--- src/rtl/io_resp_hub.sv ---
// Peripheral-side I/O responder: per-channel input holding registers read by the core,
// per-channel output registers drained by consumers. Sticky error flags only with IO_ERRFLAG_EN.
module io_resp_hub #(
    parameter int NUBITS = 32,
    parameter int NUIOIN = 8,
    parameter int NUIOOU = 8,
    parameter int AIW    = $clog2(NUIOIN),
    parameter int AOW    = $clog2(NUIOOU)
) (
    input  logic                     clk,
    input  logic                     rst,
    input  logic                     req_in,
    input  logic [AIW-1:0]           addr_in,
    output logic [NUBITS-1:0]        io_in,
    input  logic                     out_en,
    input  logic [AOW-1:0]           addr_out,
    input  logic [NUBITS-1:0]        data_out,
    input  logic [NUIOIN*NUBITS-1:0] ext_in_data,
    input  logic [NUIOIN-1:0]        ext_in_valid,
    output logic [NUIOIN-1:0]        ext_in_ready,
    output logic [NUIOOU*NUBITS-1:0] ext_out_data,
    output logic [NUIOOU-1:0]        ext_out_valid,
    input  logic [NUIOOU-1:0]        ext_out_ready,
    input  logic                     err_clr,
    output logic [NUIOIN-1:0]        udf_flag,
    output logic [NUIOOU-1:0]        ovf_flag
);

    logic [NUBITS-1:0] hold [NUIOIN];
    logic [NUBITS-1:0] oreg [NUIOOU];
    logic [NUIOIN-1:0] in_vld;
    logic [NUIOIN-1:0] rd_sel;
    logic [NUIOIN-1:0] udf_set;
    logic [NUIOOU-1:0] out_full;
    logic [NUIOOU-1:0] wr_sel;
    logic [NUIOOU-1:0] ovf_set;

    // Out-of-range addresses select nothing, so io_in reads 0 and no state moves.
    always_comb begin
        rd_sel = '0;
        wr_sel = '0;
        io_in  = '0;
        for (int i = 0; i < NUIOIN; i++) begin
            if (addr_in == AIW'(i)) begin
                rd_sel[i] = 1'b1;
                io_in     = hold[i];
            end
        end
        for (int j = 0; j < NUIOOU; j++) begin
            if (addr_out == AOW'(j)) wr_sel[j] = 1'b1;
        end
    end

    assign udf_set = rd_sel & ~in_vld & {NUIOIN{req_in}};
    assign ovf_set = wr_sel & out_full & ~ext_out_ready & {NUIOOU{out_en}};

    assign ext_in_ready  = ~in_vld;
    assign ext_out_valid = out_full;

    always_ff @(posedge clk or negedge rst) begin
        if (!rst) begin
            in_vld <= '0;
            for (int i = 0; i < NUIOIN; i++) hold[i] <= '0;
        end else begin
            for (int i = 0; i < NUIOIN; i++) begin
                if (!in_vld[i] && ext_in_valid[i]) begin
                    hold[i]   <= ext_in_data[i*NUBITS +: NUBITS];
                    in_vld[i] <= 1'b1;
                end else if (in_vld[i] && req_in && rd_sel[i]) begin
                    in_vld[i] <= 1'b0;
                end
            end
        end
    end

    // A write to a full channel lands only if the consumer drains it the same cycle.
    always_ff @(posedge clk or negedge rst) begin
        if (!rst) begin
            out_full <= '0;
            for (int j = 0; j < NUIOOU; j++) oreg[j] <= '0;
        end else begin
            for (int j = 0; j < NUIOOU; j++) begin
                if (out_en && wr_sel[j]) begin
                    if (!out_full[j] || ext_out_ready[j]) begin
                        oreg[j]     <= data_out;
                        out_full[j] <= 1'b1;
                    end
                end else if (out_full[j] && ext_out_ready[j]) begin
                    out_full[j] <= 1'b0;
                end
            end
        end
    end

    for (genvar g = 0; g < NUIOOU; g++) begin : g_pack
        assign ext_out_data[g*NUBITS +: NUBITS] = oreg[g];
    end

`ifdef IO_ERRFLAG_EN
    always_ff @(posedge clk or negedge rst) begin
        if (!rst) begin
            udf_flag <= '0;
            ovf_flag <= '0;
        end else begin
            udf_flag <= (udf_flag & ~{NUIOIN{err_clr}}) | udf_set;
            ovf_flag <= (ovf_flag & ~{NUIOOU{err_clr}}) | ovf_set;
        end
    end
`else
    logic unused_flag_srcs;
    assign unused_flag_srcs = ^{err_clr, udf_set, ovf_set};
    assign udf_flag = '0;
    assign ovf_flag = '0;
`endif

endmodule

--- config.mk ---
export PLATFORM = sky130hd
export DESIGN_NAME = io_resp_hub
export DESIGN_NICKNAME = d
export VERILOG_FILES = /design/src/rtl/io_resp_hub.sv
export SDC_FILE = /design/constraint.sdc
export NUM_CORES = 1
export LEC_CHECK = 0
export CAP_MARGIN = 0
export CORE_AREA = 2 2 250 252
export DETAILED_ROUTE_END_ITERATION = 12
export DIE_AREA = 0 0 252 254
export DONT_BUFFER_PORTS = 1
export HOLD_SLACK_MARGIN = 0.08
export PLACE_DENSITY = 0.49
export SLEW_MARGIN = 30
export SYNTH_ARGS = -nofsm -noshare
export SYNTH_HDL_FRONTEND = slang
export SYNTH_SLANG_ARGS = --single-unit
--- constraint.sdc ---
create_clock -name clk -period 1.67 [get_ports clk]
set_input_delay 0.2505 -clock clk [delete_from_list [all_inputs] [get_ports clk]]
set_output_delay 0.2505 -clock clk [all_outputs]
set_load 0.01 [all_outputs]
==> run summary <==
Status -> finished, violations left
Failing checks -> negative hold slack, max-slew violations, negative setup slack
Min-Delay Path Class -> primary input to asynchronous set/reset pin
Cell area power density -> 1380 nW/um2
Latest clock arrival within the worst-skew pair -> 600 ps
CTS sink cnt -> 528
Clk slew on worst S/H paths -> 60 ps
Mapped cell area -> 22,030 um2
Final core occ -> 46.84%
CTS Buf Count -> 59
Placement Cell Area -> 23,100 um2
Cell leakage power -> 12.14 nW
Unique masters post-synth -> 32
Routed wire length -> 69,650 um
Worst-path fanout max -> 2
Die W -> 252 um
Syn Inst Count -> 1,455
Internal Power -> 0.02879 W
Top cells by area, synth -> dfrtp_1 60%, mux2_2 25%, mux4_2 2.7%, mux2i_1 1.7%, a221o_1 1.2%
Final setup fails -> 229
CTS max path bufs -> 3
Clock share of power -> 33.3%
DR pass1 iterations -> 4
Post-synth EDFFs -> 0
Largest net degree at the start of global routing -> 529
Sequential cell area fraction in the yosys report -> 59.97%
FF/Latch Area -> 13,210 um2
Root buf cell -> clkbuf_16
Finished Cell Area -> 28,690 um2
Area delta synth->final -> 30.22%
Top FF cell, synth -> dfrtp_1
I/O pin count -> 635
Worst-Margin Slew -> 3434 ps
Fraction of layout cells with a size suffix above 1 -> 39.63%
CTS tree -> built
Final Cycle Share -> 132.7%
Post-DP HPWL -> 45,830 um
Skew final -> 12.93 ps
Switch Pwr -> 0.01081 W
Vias per inst -> 5.128
FMAX -> 451.4 MHz
H-tree depth -> 2
Synth top area share -> 59.97%
Post-route worst setup slack -> -545.5 ps
Worst setup SP type -> flip-flop
Die Span Y -> 254 um
PortBufs -> 0
Initial antenna violation count -> 16
RePlAce Congestion -> 0.7994
Net count, final -> 2,112
Wire per inst -> 26.38 um
Vias in the first global route -> 14,773
GRT Util Overall -> 21.25%
Antenna Nets Post-Route -> 0
Minimum clock period -> 2215 ps
Seq pwr share -> 49.3%
Vias after detailed routing -> 13,537
Post-synthesis async set-or-reset flop share -> 100.0%
Drc violations -> 0
Initial Util -> 35.97%
Fin. max-slew vios -> 401
RSZ-0062 raised after global routing -> true
Max VDD drop -> 0.7258 mV
Hold buffers post-CTS -> 320
Crit. End Element -> output pin
Cell taking the most area after synthesis -> dfrtp_1
Comb power frac -> 17.4%
WS Path Type -> flip-flop to output pin
Hold Slack -> -657.4 ps
Rel. slew slack -> -128.9%
Synth Register Bits -> 528
Filler instances -> 5,439
FP Rows -> 91
DRT iter0 DRCs -> 681
Core area -> 61,260 um2
Die area -> 64,010 um2
Crit path DAT -> 1960 ps
Multi-input gate area -> 8592 um2
Max-cap violations -> 0
First-pass GRT wire length -> 101,000 um
Final Hold Fails -> 303
Syn Area/Cell -> 15.14 um2
Total grt overflow -> 0
Sw Share -> 27.30%
Ys Warns -> 0
Worst Path Required -> 1420 ps
==> worst paths after layout <==
check                                                end  cells past startpoint  slack, ps                          from
hold reg to reg                    hold[219]$_DFFE_PN0P_                      1        480         hold[219]$_DFFE_PN0P_
hold / removal                      hold[89]$_DFFE_PN0P_                      0       -660                           rst
max in group asynchronous          hold[208]$_DFFE_PN0P_                      0       -370                           rst
setup reg to reg           ext_out_data[233]$_DFFE_PN0P_                      3        210  ext_out_valid[7]$_DFFE_PN0P_
min in group clk                   in_vld[7]$_DFFE_PN0P_                      3        150               ext_in_valid[7]
setup / recovery                               io_in[11]                      3       -550         hold[139]$_DFFE_PN0P_
==> timing repair <==
action                                   CTS  global route
pin swaps                                 11             5
hold endpoints to repair                1056           528
setup buffers                              7             6
endpoints found under the setup margin    32            47
resized for setup                         63             9
==> layout make-up <==
type	count	share of cell area, %
sequential	528	46.05
multi-input combinational	818	29.95
timing repair buffer	374	13.45
clock buffer	95	6.254
tap	790	3.445
clock inverter	11	0.5713
inverter	16	0.2093
antenna	8	0.06978
==> through the flow <==
stage | power [W] | worst slack (ps) | setup TNS, ps | instances | hold slack (ps)
floorplan | 0.02352 | 3.856 | 0 | 1470 | -45.09
global placement | 0.02518 | 36.88 | 0 | 2193 | -32.39
detailed placement | 0.02545 | 20.87 | 0 | 2193 | -30.93
CTS | 0.03991 | -589.7 | -15990 | 2626 | -692.3
global route | 0.04147 | -603.2 | -17000 | 2637 | -698.7
finish | 0.03960 | -545.5 | -65000 | 2640 | -657.4
==> flip-flops by register name, summed over array words and instances, names as in the netlist <==
register       cells
hold             256
ext_out_valid      8
ext_out_data     256
in_vld             8
==> synthesized netlist by cell type, types with 2 or more instances <==
cell type and instances:
a2bb2oi_1 6, nor2_1 21, nand2b_1 10, a31oi_1 3, o21ai_0 30, buf_1 2
a221oi_1 6, nand3_1 12, nand2_1 33, mux2_2 498, mux2i_1 38, mux4_2 26
nand4_1 3, buf_4 18, a21oi_4 2, a41oi_1 4, a221o_1 26, a21o_1 7
inv_1 16, buf_2 52, clkbuf_1 23, nor3b_1 6, a21oi_1 13, dfrtp_1 528
buf_6 13, mux2_1 14, nor2b_1 40
==> per-layer routing <==
metal  GRT usage [%]  share of wire, %  vias to the layer above
met1           26.04                40                     7029
li1                -                 -                     5890
met4           6.340               2.7                       18
met3           7.754               8.8                      123
met5               0              0.17                        -
met2           35.10                48                      477
==> cells in the final DEF, fill, tap and decap left out, types with 16 or more instances in the layout <==
master         Yosys  final
inv_1             16     16
dlygate4sd3_1      0    320
nor2b_4            0     33
a221o_1           26     26
clkbuf_16          0     61
o21ai_0           30     30
mux2i_1           38     38
mux2_2           498    498
nor2_1            21     18
buf_4             18     34
mux4_2            26     26
dfrtp_1          528    528
buf_12             0     20
clkbuf_1          23     20
nand2_1           33     33
conb_1             1     16
==> kinds of logic (layout without fill, tap and decap cells) <==
group	count (synthesis)	in the layout	share of synthesized area (%)
simple gates	127	127	2.959
other cells	1	24	0.01702
buf+inv	124	496	3.158
mux	576	576	30.55
flops	528	528	59.97
compound gates	99	99	3.339
==> power by group through the flow <==
| stage | sequential [W] | clock [W] | combinational, W |
|---|---|---|---|
| final | 0.0195 | 0.0132 | 0.00690 |
| after global routing | 0.0200 | 0.0141 | 0.00744 |
| after CTS | 0.0196 | 0.0135 | 0.00683 |
| after detailed placement | 0.0197 | 0 | 0.00573 |
| after global placement | 0.0196 | 0 | 0.00554 |
| after floorplan | 0.0186 | 0 | 0.00489 |
==> critical path, cell delays in order (launching register included) <==
cell	delay (ps)
dfrtp_1	380
mux4_2	480
nor2b_4	170
a221o_1	330
(Power assumes the default switching activity.)
